File: src/rtl/swt_debounce.sv
`default_nettype none
// ============================================================================
// Module   : swt_debounce
// Purpose  : Per-channel switch/button conditioner. Each channel passes its
//            raw input through a 2-flop synchronizer, then accepts a new
//            level only after it has been seen unchanged for P_CNT_MAX
//            consecutive cycles. It produces a clean level, single-cycle
//            rise/fall pulses, and a latch that toggles on every rise.
// Ports    : clk      - single clock, rising edge
//            rstb     - asynchronous active-low reset, clears every flop
//            i_swt    - raw switch levels, asynchronous to clk [P_NCH]
//            o_swt    - debounced level, registered             [P_NCH]
//            o_rise   - one-cycle pulse on o_swt 0->1           [P_NCH]
//            o_fall   - one-cycle pulse on o_swt 1->0           [P_NCH]
//            o_latch  - toggles on every o_rise                 [P_NCH]
// Revision : 1.0 - initial release
// ============================================================================
module swt_debounce #(
    parameter int P_NCH     = 4,
    parameter int P_CNT_MAX = 1000000,
    parameter int P_CNT_W   = 20
) (
    input  logic             clk,
    input  logic             rstb,
    input  logic [P_NCH-1:0] i_swt,
    output logic [P_NCH-1:0] o_swt,
    output logic [P_NCH-1:0] o_rise,
    output logic [P_NCH-1:0] o_fall,
    output logic [P_NCH-1:0] o_latch
);

    // Terminal count: the candidate level has been observed on P_CNT_MAX
    // consecutive edges once the counter sits at this value and still differs.
    localparam logic [P_CNT_W-1:0] C_CNT_LAST = P_CNT_W'(P_CNT_MAX - 1);
    localparam logic [P_CNT_W-1:0] C_CNT_ONE  = P_CNT_W'(1);

    logic [P_NCH-1:0] s1_q;
    logic [P_NCH-1:0] s2_q;
    logic [P_NCH-1:0] swt_q;
    logic [P_NCH-1:0] swt_d;
    logic [P_NCH-1:0] rise_q;
    logic [P_NCH-1:0] rise_d;
    logic [P_NCH-1:0] fall_q;
    logic [P_NCH-1:0] fall_d;
    logic [P_NCH-1:0] latch_q;
    logic [P_NCH-1:0] latch_d;

    // ------------------------------------------------------------------------
    // Two-flop synchronizer; only s2 is used by the qualification logic.
    // ------------------------------------------------------------------------
    always_ff @(posedge clk or negedge rstb) begin
        if (!rstb) begin
            s1_q <= '0;
            s2_q <= '0;
        end else begin
            s1_q <= i_swt;
            s2_q <= s1_q;
        end
    end

    // ------------------------------------------------------------------------
    // Per-channel stability counter and level update.
    // ------------------------------------------------------------------------
    generate
        for (genvar g = 0; g < P_NCH; g++) begin : g_ch
            logic [P_CNT_W-1:0] cnt_q;
            logic [P_CNT_W-1:0] cnt_d;
            logic               lvl_d;

            always_comb begin
                cnt_d = cnt_q;
                lvl_d = swt_q[g];
                if (s2_q[g] == swt_q[g]) begin
                    // Agreement (including a bounce back) restarts qualification.
                    cnt_d = '0;
                end else if (cnt_q == C_CNT_LAST) begin
                    lvl_d = s2_q[g];
                    cnt_d = '0;
                end else begin
                    cnt_d = cnt_q + C_CNT_ONE;
                end
            end

            always_ff @(posedge clk or negedge rstb) begin
                if (!rstb) begin
                    cnt_q <= '0;
                end else begin
                    cnt_q <= cnt_d;
                end
            end

            assign swt_d[g] = lvl_d;
        end
    endgenerate

    // Pulses and latch are derived from the next level so they update on the
    // same edge as o_swt rather than one cycle later.
    assign rise_d  = swt_d & ~swt_q;
    assign fall_d  = ~swt_d & swt_q;
    assign latch_d = latch_q ^ rise_d;

    always_ff @(posedge clk or negedge rstb) begin
        if (!rstb) begin
            swt_q   <= '0;
            rise_q  <= '0;
            fall_q  <= '0;
            latch_q <= '0;
        end else begin
            swt_q   <= swt_d;
            rise_q  <= rise_d;
            fall_q  <= fall_d;
            latch_q <= latch_d;
        end
    end

    assign o_swt   = swt_q;
    assign o_rise  = rise_q;
    assign o_fall  = fall_q;
    assign o_latch = latch_q;

endmodule
`default_nettype wire

File: config.mk
export PLATFORM = sky130hd
export DESIGN_NAME = swt_debounce
export DESIGN_NICKNAME = d
export VERILOG_FILES = /design/src/rtl/swt_debounce.sv
export SDC_FILE = /design/constraint.sdc
export NUM_CORES = 1
export LEC_CHECK = 0
export CAP_MARGIN = 20
export CORE_UTILIZATION = 41
export DETAILED_ROUTE_END_ITERATION = 10
export GPL_TIMING_DRIVEN = 0
export PLACE_DENSITY = 0.67
export SYNTH_ARGS = -nofsm -noshare
export SYNTH_HDL_FRONTEND = slang
export SYNTH_SLANG_ARGS = --single-unit
File: constraint.sdc
create_clock -name clk -period 2.1 [get_ports clk]
set_input_delay 0.21 -clock clk [delete_from_list [all_inputs] [get_ports clk]]
set_output_delay 0.21 -clock clk [all_outputs]
set_load 0.02 [all_outputs]
==> results.md, run 1 <==
* CORE AREA at 0.0115 sq mm
* Leakage at 2.23 nW
* Synth Area in XOR/XNOR at 10.6%
* Placed Cells at 638
* Hold WC Path Type: primary input to flip-flop
* DR vias/cell at 5.28
* Detailed-route DRC error count at 2
* Setup crit start kind: flip-flop
* Top Layer Used: met4
* Die width at 111 um
* Final nets at 522
* Min Clock Period, post-route at 2.00 ns
* Simple-gate portion of the synthesized area at 25.2%
* Vias in the first global route at 3456
* Critical Path AT at 2.23 ns
* Clk pwr share at 43.1%
* Slew margin rel. at 62.0%
* Sequential area share after synthesis at 53.4%
* CP Buf/Inv Count at 1
* DR WL met3 at 307 um
* DRT met1 WL at 4.25 mm
* Failing checks: design-rule violations
* Gr usage total at 16.0%
* Mux contribution to synthesized area at 0.924%
* Least-Margin Pin Slew at 0.565 ns
* Clock Sinks at 104
* Fraction of power consumed by sequential logic at 53.4%
* Clock Skews at 0.00515 ns
* Pwr dens at 681 mW/mm^2
* Hpwl dp at 5.86 mm
* Layout cells sized above 1 at 9.48%
* H-Tree Depth at 3
* CTS Buf Count at 9
* CP required at 2.33 ns
* Cell Rows at 39
* Critical Path End Type: flip-flop
* ANT cells at 0
* Routed len/inst at 13.3 um
* Slowest library cell on the worst path: or3_4
* Pre-antenna DRT Iters at 7
* Routed Antenna Nets at 0
* Hold Violations, Final at 0
* P_sw at 0.845 mW
* Sw Ratio at 22.0%
* Met2 wire length at 4.03 mm
* Area growth syn-to-layout at 16.0%
* Total Wirelength at 8.75 mm
* Mapped Area at 0.00487 sq mm
* Skew-Pair Late Insertion Delay at 0.34 ns
* CTS tree: built
* Final period utilization at 95.4%
* Syn Nets at 483
* Final std cells w/o fill at 660
* #FFs+latches synth at 104
* Fmax at 499 MHz
* Initial antenna violation count at 0
* Post-Synthesis Cells at 473
* CTS max path bufs at 2
* First-pass GRT wire length at 15.9 mm
* Final setup fails at 0
* Cell-by-cell trace of the critical path: ha_1 > nand3_4 > or2_1 > clkbuf_1 > or3_4 > mux2_1
* Crit path largest cell delay at 0.42 ns
* GR Overflow Total at 0
* Fin util at 49.1%
* Syn Area/Cell at 10.3 sq um
* Routability cong. at 0.796
* Logic pwr share at 3.5%
* Final slew viol count at 0
* DIE AREA at 0.0123 sq mm
* Internal power at 3.00 mW
* Critical Path Fanout Max at 6
* Worst Setup Path Type: flip-flop to flip-flop
* Routed vias at 3487
* IO Port Bufs at 21
* Top delay family on crit path: simple AND/OR/NAND/NOR gates
* Total number of yosys warnings at 0
* Root Driver: clkbuf_16
* Main combinational cell family by area after synthesis: simple AND/OR/NAND/NOR gates
* RSZ-0062 raised after global routing: no
* 1st-iter DRT viols at 254
* Peak supply drop at 0.000356 V
* Die Y at 111 um
* Compound-cell area share of the yosys netlist at 6.16%
* Ports at 22
* Adder-cell share of the synthesized area at 1.03%
* Status: finished, violations left
* Clock-pin slew on the worst setup and hold paths at 0.07 ns
* Maximum number of pins on one net before global-route repair at 69
* Netlist cell types at 39
* Initial Util at 42.3%
* MaxCap Viol Count at 0
==> cell families after synthesis <==
logic type | after synthesis
muxes | 4
adders and majority gates | 4
buffers and inverters | 32
xor gates and xnor gates | 59
and+or+nand+nor | 227
AOI/OAI and AO/OA | 43
DFF | 104
==> timing repair <==
action	in CTS	in global routing
hold buffers	1	0
hold endpoints to repair	36	0
gates resized for setup	1	6
setup endpoints to repair	21	31
pin swaps	2	2
setup buffers	1	4
==> synth_stat cells (all sizes together) <==
cell type	count	area (sq um)
dfrtp	104	2600
nor2	66	248
xnor2	41	359
nand3	28	145
nand2	25	93.8
nor4	21	150
a21oi	20	100
inv	20	75.1
xor2	18	158
nand4	17	119
nor3	17	85.1
or3	15	98.8
o31ai	13	139
or4	12	97.6
o21ai	7	35.0
buf	6	35.0
clkbuf	6	22.5
nand2b	6	37.5
and3	5	31.3
ha	4	50.1
mux2	4	45.0
nor4b	4	35.0
or2	4	25.0
a31o	2	17.5
and2	2	12.5
and3b	1	8.76
and4	1	8.76
nand4b	1	8.76
nor3b	1	7.51
o2bb2ai	1	8.76
or4b	1	13.8
==> sequential cells by signal, summed over array words and instances (netlist names) <==
name        cells
o_rise          4
s1_q            4
g_ch.cnt_q     80
o_fall          4
o_latch         4
s2_q            4
o_swt           4
==> power groups by stage <==
stage	clock network (mW)	logic [mW]	registers, mW
floorplan	0	0.0592	2.09
global placement	0	0.122	2.09
detailed placement	0	0.130	2.09
CTS	1.72	0.134	2.05
global route	1.80	0.160	2.06
finish	1.66	0.135	2.05
==> worst paths after layout <==
path | start | to | slack (ns) | depth (start not counted)
min in group asynchronous | rstb | g_ch[0].cnt_q[2] | 0.37 | 2
max in group asynchronous | rstb | o_swt[2] | 1.05 | 3
min reg2reg | s1_q[3] | s2_q[3] | 0.35 | 0
max reg2reg | g_ch[1].cnt_q[0] | o_swt[1] | 0.1 | 6
max | g_ch[1].cnt_q[0] | o_swt[1] | 0.1 | 6
min | i_swt[3] | s1_q[3] | 0.30 | 1
==> per-stage QoR <==
stage	hold slack [ns]	cell area [sq um]	TNS [ns]	total power, mW	setup slack, ns
detailed placement	0.214	5290	-1.63	2.22	-0.128
floorplan	-0.0856	4870	0	2.15	0.160
CTS	0.283	5610	0	3.91	0.00880
global placement	0.334	5260	-320.68	2.21	-3.08
finish	0.299	5650	0	3.85	0.0965
global route	0.293	5650	0	4.01	0.0112
==> metal layers <==
metal	up-vias	global-route usage [%]
li1	1747	-
met1	1679	20.7
met2	49	25.6
met3	12	4.32
met4	0	6.22
met5	-	0
==> layout by cell type (no fill, tap or decap), types with 14 or more instances in the layout <==
master / count
a21oi_1: 20
nor3_1: 17
nand3_1: 25
or3_1: 14
nor2_1: 66
clkdlybuf4s50_1: 20
xor2_1: 18
dfrtp_1: 104
nor4_1: 18
nand4_1: 15
xnor2_1: 41
inv_1: 20
nand2_1: 25
==> cell type report <==
class	count	area, sq um
inverter	20	75.1
timing repair buffer	28	283
buffer	12	60.1
clock inverter	7	71.3
fill	1053	5860
clock buffer	9	225
tap	143	179
multi-input combinational	337	2160
sequential	104	2600
No activity file was read; power rests on OpenSTA's default activity.
==> inputs of run 2 (changes only) <==
Settings changed: MAX_ROUTING_LAYER set to met4.
==> results.md, run 2 (same netlist as run 1, synthesis figures left out) <==
* Critical Path End Type: flip-flop
* Min Clock Period, post-route at 2.00 ns (+0.000749 ns)
* Critical Path Fanout Max at 6 (unchanged)
* Cell Rows at 39 (unchanged)
* Clk pwr share at 43.0% (about the same)
* Final slew viol count at 0 (unchanged)
* Top reg by flops: g_ch.cnt_q
* Clock Sinks at 104 (unchanged)
* Fraction of power consumed by sequential logic at 53.5% (about the same)
* Final nets at 522 (unchanged)
* DR vias/cell at 5.24 (-0.75%)
* Cell-by-cell trace of the critical path: ha_1 > nand3_4 > or2_1 > clkbuf_1 > or3_4 > mux2_1
* Clock-pin slew on the worst setup and hold paths at 0.07 ns (about the same)
* Failing checks: design-rule violations
* CORE AREA at 0.0115 sq mm (unchanged)
* CP required at 2.33 ns (about the same)
* Final setup fails at 0 (unchanged)
* Setup crit start kind: flip-flop
* MaxCap Viol Count at 0 (unchanged)
* Hpwl dp at 5.86 mm (unchanged)
* Skew-Pair Late Insertion Delay at 0.35 ns (about the same)
* Logic pwr share at 3.5% (about the same)
* ANT cells at 0 (unchanged)
* Least-Margin Pin Slew at 0.567 ns (+0.00120 ns)
* Initial Util at 42.3% (unchanged)
* Commonest non-fill, non-tap cells in the layout: dfrtp_1 (104), nor2_1 (66), xnor2_1 (41)
* RSZ-0062 raised after global routing: no
* CP Buf/Inv Count at 1 (unchanged)
* Internal power at 3.00 mW (about the same)
* Die Y at 111 um (unchanged)
* Status: finished, violations left
* Final WS setup at 0.0957 ns (-0.000749 ns)
* Hold WC Path Type: primary input to flip-flop
* Top delay family on crit path: simple AND/OR/NAND/NOR gates
* Total Wirelength at 8.76 mm (+0.10%)
* Maximum number of pins on one net before global-route repair at 69 (unchanged)
* Sw Ratio at 21.9% (-0.078 points)
* Vias in the first global route at 3452 (-0.12%)
* Pre-antenna DRT Iters at 8 (+1)
* Final period utilization at 95.4% (about the same)
* Initial antenna violation count at 0 (unchanged)
* First-pass GRT wire length at 15.9 mm (+0.22%)
* Gr usage total at 16.5% (+0.52 points)
* Post-Place Setup Slack at -0.128 ns (unchanged)
* Clock Skews at 0.00570 ns (+0.000549 ns)
* Ports at 22 (unchanged)
* Detailed-route DRC error count at 2 (unchanged)
* Root Driver: clkbuf_16
* Die width at 111 um (unchanged)
* Crit path largest cell delay at 0.42 ns (about the same)
* Fmax at 499 MHz (about the same)
* Area growth syn-to-layout at 16.0% (unchanged)
* Slew margin rel. at 61.9% (-0.081 points)
* Pwr dens at 680 mW/mm^2 (-0.10%)
* Routed vias at 3461 (-0.75%)
* CTS Buf Count at 9 (unchanged)
* Worst Setup Path Type: flip-flop to flip-flop
* Final Power at 3.84 mW (-0.10%)
* 1st-iter DRT viols at 255 (+0.39%)
* Layout cells sized above 1 at 9.48% (unchanged)
* Peak supply drop at 0.000357 V (+0.42%)
* Commonest non-fill, non-tap cell in the layout: dfrtp_1
* Hold Violations, Final at 0 (unchanged)
* Leakage at 2.23 nW (unchanged)
* IO Port Bufs at 21 (unchanged)
* Max reg flops at 80 (unchanged)
* Critical Path AT at 2.23 ns (about the same)
* CTS tree: built
* DIE AREA at 0.0123 sq mm (unchanged)
* Routed Antenna Nets at 0 (unchanged)
* Routed len/inst at 13.3 um (+0.10%)
* Routability cong. at 0.807 (+1.4%)
* GR Overflow Total at 0 (unchanged)
* P_sw at 0.841 mW (-0.46%)
* Setup TNS Final at 0 ns (unchanged)
* Slowest library cell on the worst path: or3_4
* CTS max path bufs at 2 (unchanged)
* H-Tree Depth at 3 (unchanged)
[run 2: routing by layer]
metal / vias up / track usage (%) / wire length [um]
met4: 0 / 6.22 / 154
met3: 12 / 4.48 / 301
li1: 1746 / - / -
met1: 1659 / 20.8 / 4250
met2: 44 / 25.6 / 4050
met5: - / - / 0
[run 2: worst reg2reg max path, stage by stage (launching register included)]
cell	delay [ns]
dfrtp_1	0.39
ha_1	0.25
nand3_4	0.12
or2_1	0.22
clkbuf_1	0.16
or3_4	0.42
mux2_1	0.32
[run 2: layout make-up]
type / instances / area, sq um
multi-input combinational: 337 / 2160
buffer: 12 / 60.1
sequential: 104 / 2600
clock buffer: 9 / 225
inverter: 20 / 75.1
clock inverter: 7 / 71.3
fill: 1053 / 5860
tap: 143 / 179
timing repair buffer: 28 / 283
[run 2: final timing paths]
path / depth (start not counted) / to / startpoint / slack (ns)
worst min register to register: 0 / s2_q[3] / s1_q[3] / 0.35
worst max register to register: 6 / o_swt[1] / g_ch[1].cnt_q[0] / 0.1
worst min-delay path: 1 / s1_q[2] / i_swt[2] / 0.30
min in group asynchronous: 2 / g_ch[0].cnt_q[2] / rstb / 0.37
max in group asynchronous: 3 / o_swt[2] / rstb / 1.05
worst max-delay path: 6 / o_swt[1] / g_ch[1].cnt_q[0] / 0.1
[run 2: metrics by stage]
stage,area [sq um],std cells,hold slack (ns),util [%]
floorplan,4870,473,-0.0856,-
global placement,5260,637,0.334,45.7
detailed placement,5290,638,0.214,45.9
CTS,5610,656,0.283,48.7
global route,5650,660,0.292,49.1
finish,5650,660,0.299,49.1
[run 2: power by group through the flow]
stage / Sequential (mW) / Combinational, mW / Clock, mW
after global routing: 2.06 / 0.160 / 1.80
after floorplan: 2.09 / 0.0592 / 0
final: 2.05 / 0.135 / 1.65
after CTS: 2.05 / 0.134 / 1.72
after detailed placement: 2.09 / 0.130 / 0
after global placement: 2.09 / 0.122 / 0
[run 2: timing repair]
action                     4_1_cts  5_1_grt
pin swaps                        2        2
gates resized for setup          1        6
setup endpoints to repair       21       31
buffers inserted                 1        4
hold endpoints to repair        36        0
hold buffers                     1        0
==> inputs of run 3 (changes only) <==
Settings changed: CAP_MARGIN 20 to not set, RECOVER_POWER set to 25.
==> results.md, run 3 (same netlist as run 1, synthesis figures left out) <==
* Max reg flops at 80 (unchanged)
* Layout cells sized above 1 at 9.48% (unchanged)
* Clock Skews at 0.00570 ns (+0.00000306 ns)
* H-Tree Depth at 3 (unchanged)
* Pre-antenna DRT Iters at 8 (unchanged)
* Least-Margin Pin Slew at 0.912 ns (+0.345 ns)
* Gr usage total at 16.5% (unchanged)
* Routed vias at 3460 (-0.029%)
* CORE AREA at 0.0115 sq mm (unchanged)
* Pwr dens at 681 mW/mm^2 (+0.17%)
* Root Driver: clkbuf_16
* Finished layout cell area at 0.00563 sq mm (-0.33%)
* Area growth syn-to-layout at 15.6%
* MaxCap Viol Count at 0 (unchanged)
* CP required at 2.33 ns (about the same)
* Status: finished, violations left
* Cell Rows at 39 (unchanged)
* Hpwl dp at 5.86 mm (unchanged)
* CP Buf/Inv Count at 1 (unchanged)
* Routed len/inst at 13.2 um (-0.15%)
* Final setup fails at 0 (unchanged)
* Final std cells w/o fill at 660 (unchanged)
* CTS tree: built
* Failing checks: design-rule violations
* GR Overflow Total at 0 (unchanged)
* Final Power at 3.84 mW (-0.16%)
* Area post-placement at 0.00529 sq mm (unchanged)
* Maximum number of pins on one net before global-route repair at 69 (unchanged)
* Worst hold slack at 0.348 ns (+0.0484 ns)
* Clock-pin slew on the worst setup and hold paths at 0.07 ns (about the same)
* Vias in the first global route at 3452 (unchanged)
* Skew-Pair Late Insertion Delay at 0.35 ns (about the same)
* Final slew viol count at 0 (unchanged)
* Hold Violations, Final at 0 (unchanged)
* Die Y at 111 um (unchanged)
* Placed Cells at 638 (unchanged)
* Peak supply drop at 0.000358 V (about the same)
* Initial Util at 42.3% (unchanged)
* Commonest non-fill, non-tap cell in the layout: dfrtp_1
* Top delay family on crit path: simple AND/OR/NAND/NOR gates
* 1st-iter DRT viols at 255 (unchanged)
* Top reg by flops: g_ch.cnt_q
* Fmax at 499 MHz (unchanged)
* Hold depth at 0 (-1)
* RSZ-0062 raised after global routing: no
* First-pass GRT wire length at 15.9 mm (unchanged)
* Routed Antenna Nets at 0 (unchanged)
* DIE AREA at 0.0123 sq mm (unchanged)
* Min Clock Period, post-route at 2.00 ns (-0.00000290 ns)
* Worst R2R End: o_swt[1]
* Total Wirelength at 8.74 mm (-0.15%)
* Slew margin rel. at 39.2% (-23 points)
* Slowest library cell on the worst path: or3_4
* Commonest non-fill, non-tap cells in the layout: dfrtp_1 (104), nor2_1 (66), xnor2_1 (41)
* Hold_sp: s1_q[3]
* ANT cells at 0 (unchanged)
* Register area at 0.00260 sq mm (unchanged)
* Clock Sinks at 104 (unchanged)
* Critical Path Fanout Max at 6 (unchanged)
* Crit path largest cell delay at 0.42 ns (about the same)
* R2r setup slk at 0.1 ns (about the same)
* Worst Setup Path Type: flip-flop to flip-flop
* Worst r2r path cells at 6 (unchanged)
* CTS max path bufs at 2 (unchanged)
* Cell-by-cell trace of the critical path: ha_1 > nand3_4 > or2_1 > clkbuf_1 > or3_4 > mux2_1
* Critical R2R Launch: g_ch[1].cnt_q[0]
* Routability cong. at 0.807 (unchanged)
* Ports at 22 (unchanged)
* Initial antenna violation count at 0 (unchanged)
* Final nets at 522 (unchanged)
* Area of the multi-input gates at 0.00216 sq mm (unchanged)
* Critical Path AT at 2.23 ns (about the same)
* Die width at 111 um (unchanged)
* Final period utilization at 95.4% (about the same)
* CTS Buf Count at 9 (unchanged)
* IO Port Bufs at 21 (unchanged)
* Number of fill cells in the layout at 1056 (+0.28%)
* Detailed-route DRC error count at 2 (unchanged)
* Hold Path Sink: s2_q[3]
* DR vias/cell at 5.24 (about the same)
* Setup TNS Final at 0 ns (unchanged)
* Setup crit start kind: flip-flop
* Critical Path End Type: flip-flop
* Leakage at 2.23 nW (-0.28%)
* Hold WC Path Type: flip-flop to flip-flop
## run 3: worst max-delay path by stage
| stage | start | to | slack, ns | cells after the start |
|---|---|---|---|---|
| after floorplan | g_ch[1].cnt_q[0] | o_swt[1] | 0.16 | 6 |
| after global placement | rstb | g_ch[2].cnt_q[9] | -3.08 | 1 |
| after detailed placement | g_ch[1].cnt_q[0] | g_ch[1].cnt_q[6] | -0.13 | 7 |
| after CTS | g_ch[2].cnt_q[0] | g_ch[2].cnt_q[11] | 0.009 | 6 |
| after global routing | g_ch[2].cnt_q[6] | g_ch[2].cnt_q[19] | 0.01 | 4 |
| final | g_ch[1].cnt_q[0] | o_swt[1] | 0.1 | 6 |
## run 3: report_power, final
group	internal (mW)	total (mW)	switching, mW	leakage (nW)
clock	0.925	1.65	0.729	0.150
combinational	0.0429	0.129	0.0858	0.652
sequential	2.03	2.05	0.0261	1.42
## run 3: area by class of cell
| type | instances | share of cell area [%] |
|---|---|---|
| clock buffer | 9 | 4.00 |
| sequential | 104 | 46.2 |
| buffer | 12 | 1.07 |
| inverter | 20 | 1.33 |
| timing repair buffer | 28 | 4.69 |
| multi-input combinational | 337 | 38.3 |
| tap | 143 | 3.18 |
| clock inverter | 7 | 1.27 |
## run 3: repair_timing
item / CTS / global route
endpoints found under the hold margin: 36 / 0
setup endpoints to repair: 21 / 31
pin swaps: 2 / 2
hold buffers: 1 / 0
buffers inserted: 1 / 4
resized for setup: 1 / 6
## run 3: worst register-to-register path: stages (launching register included)
cell and delay [ns]:
dfrtp_1 0.39, ha_1 0.25, nand3_4 0.12, or2_1 0.22, clkbuf_1 0.16, or3_4 0.42
mux2_1 0.32
## run 3: per-stage QoR
step	setup WS, ns	utilization (%)
floorplan	0.160	-
global placement	-3.08	45.7
detailed placement	-0.128	45.9
CTS	0.00880	48.7
global route	0.0110	48.9
finish	0.0957	48.9
## run 3: metal layers
metal | track usage, % | share of wire, % | vias to the layer above
met5 | - | 0 | -
met4 | 6.22 | 1.8 | 0
met3 | 4.48 | 3.4 | 12
met2 | 25.6 | 46 | 40
met1 | 20.8 | 49 | 1661
li1 | - | - | 1747
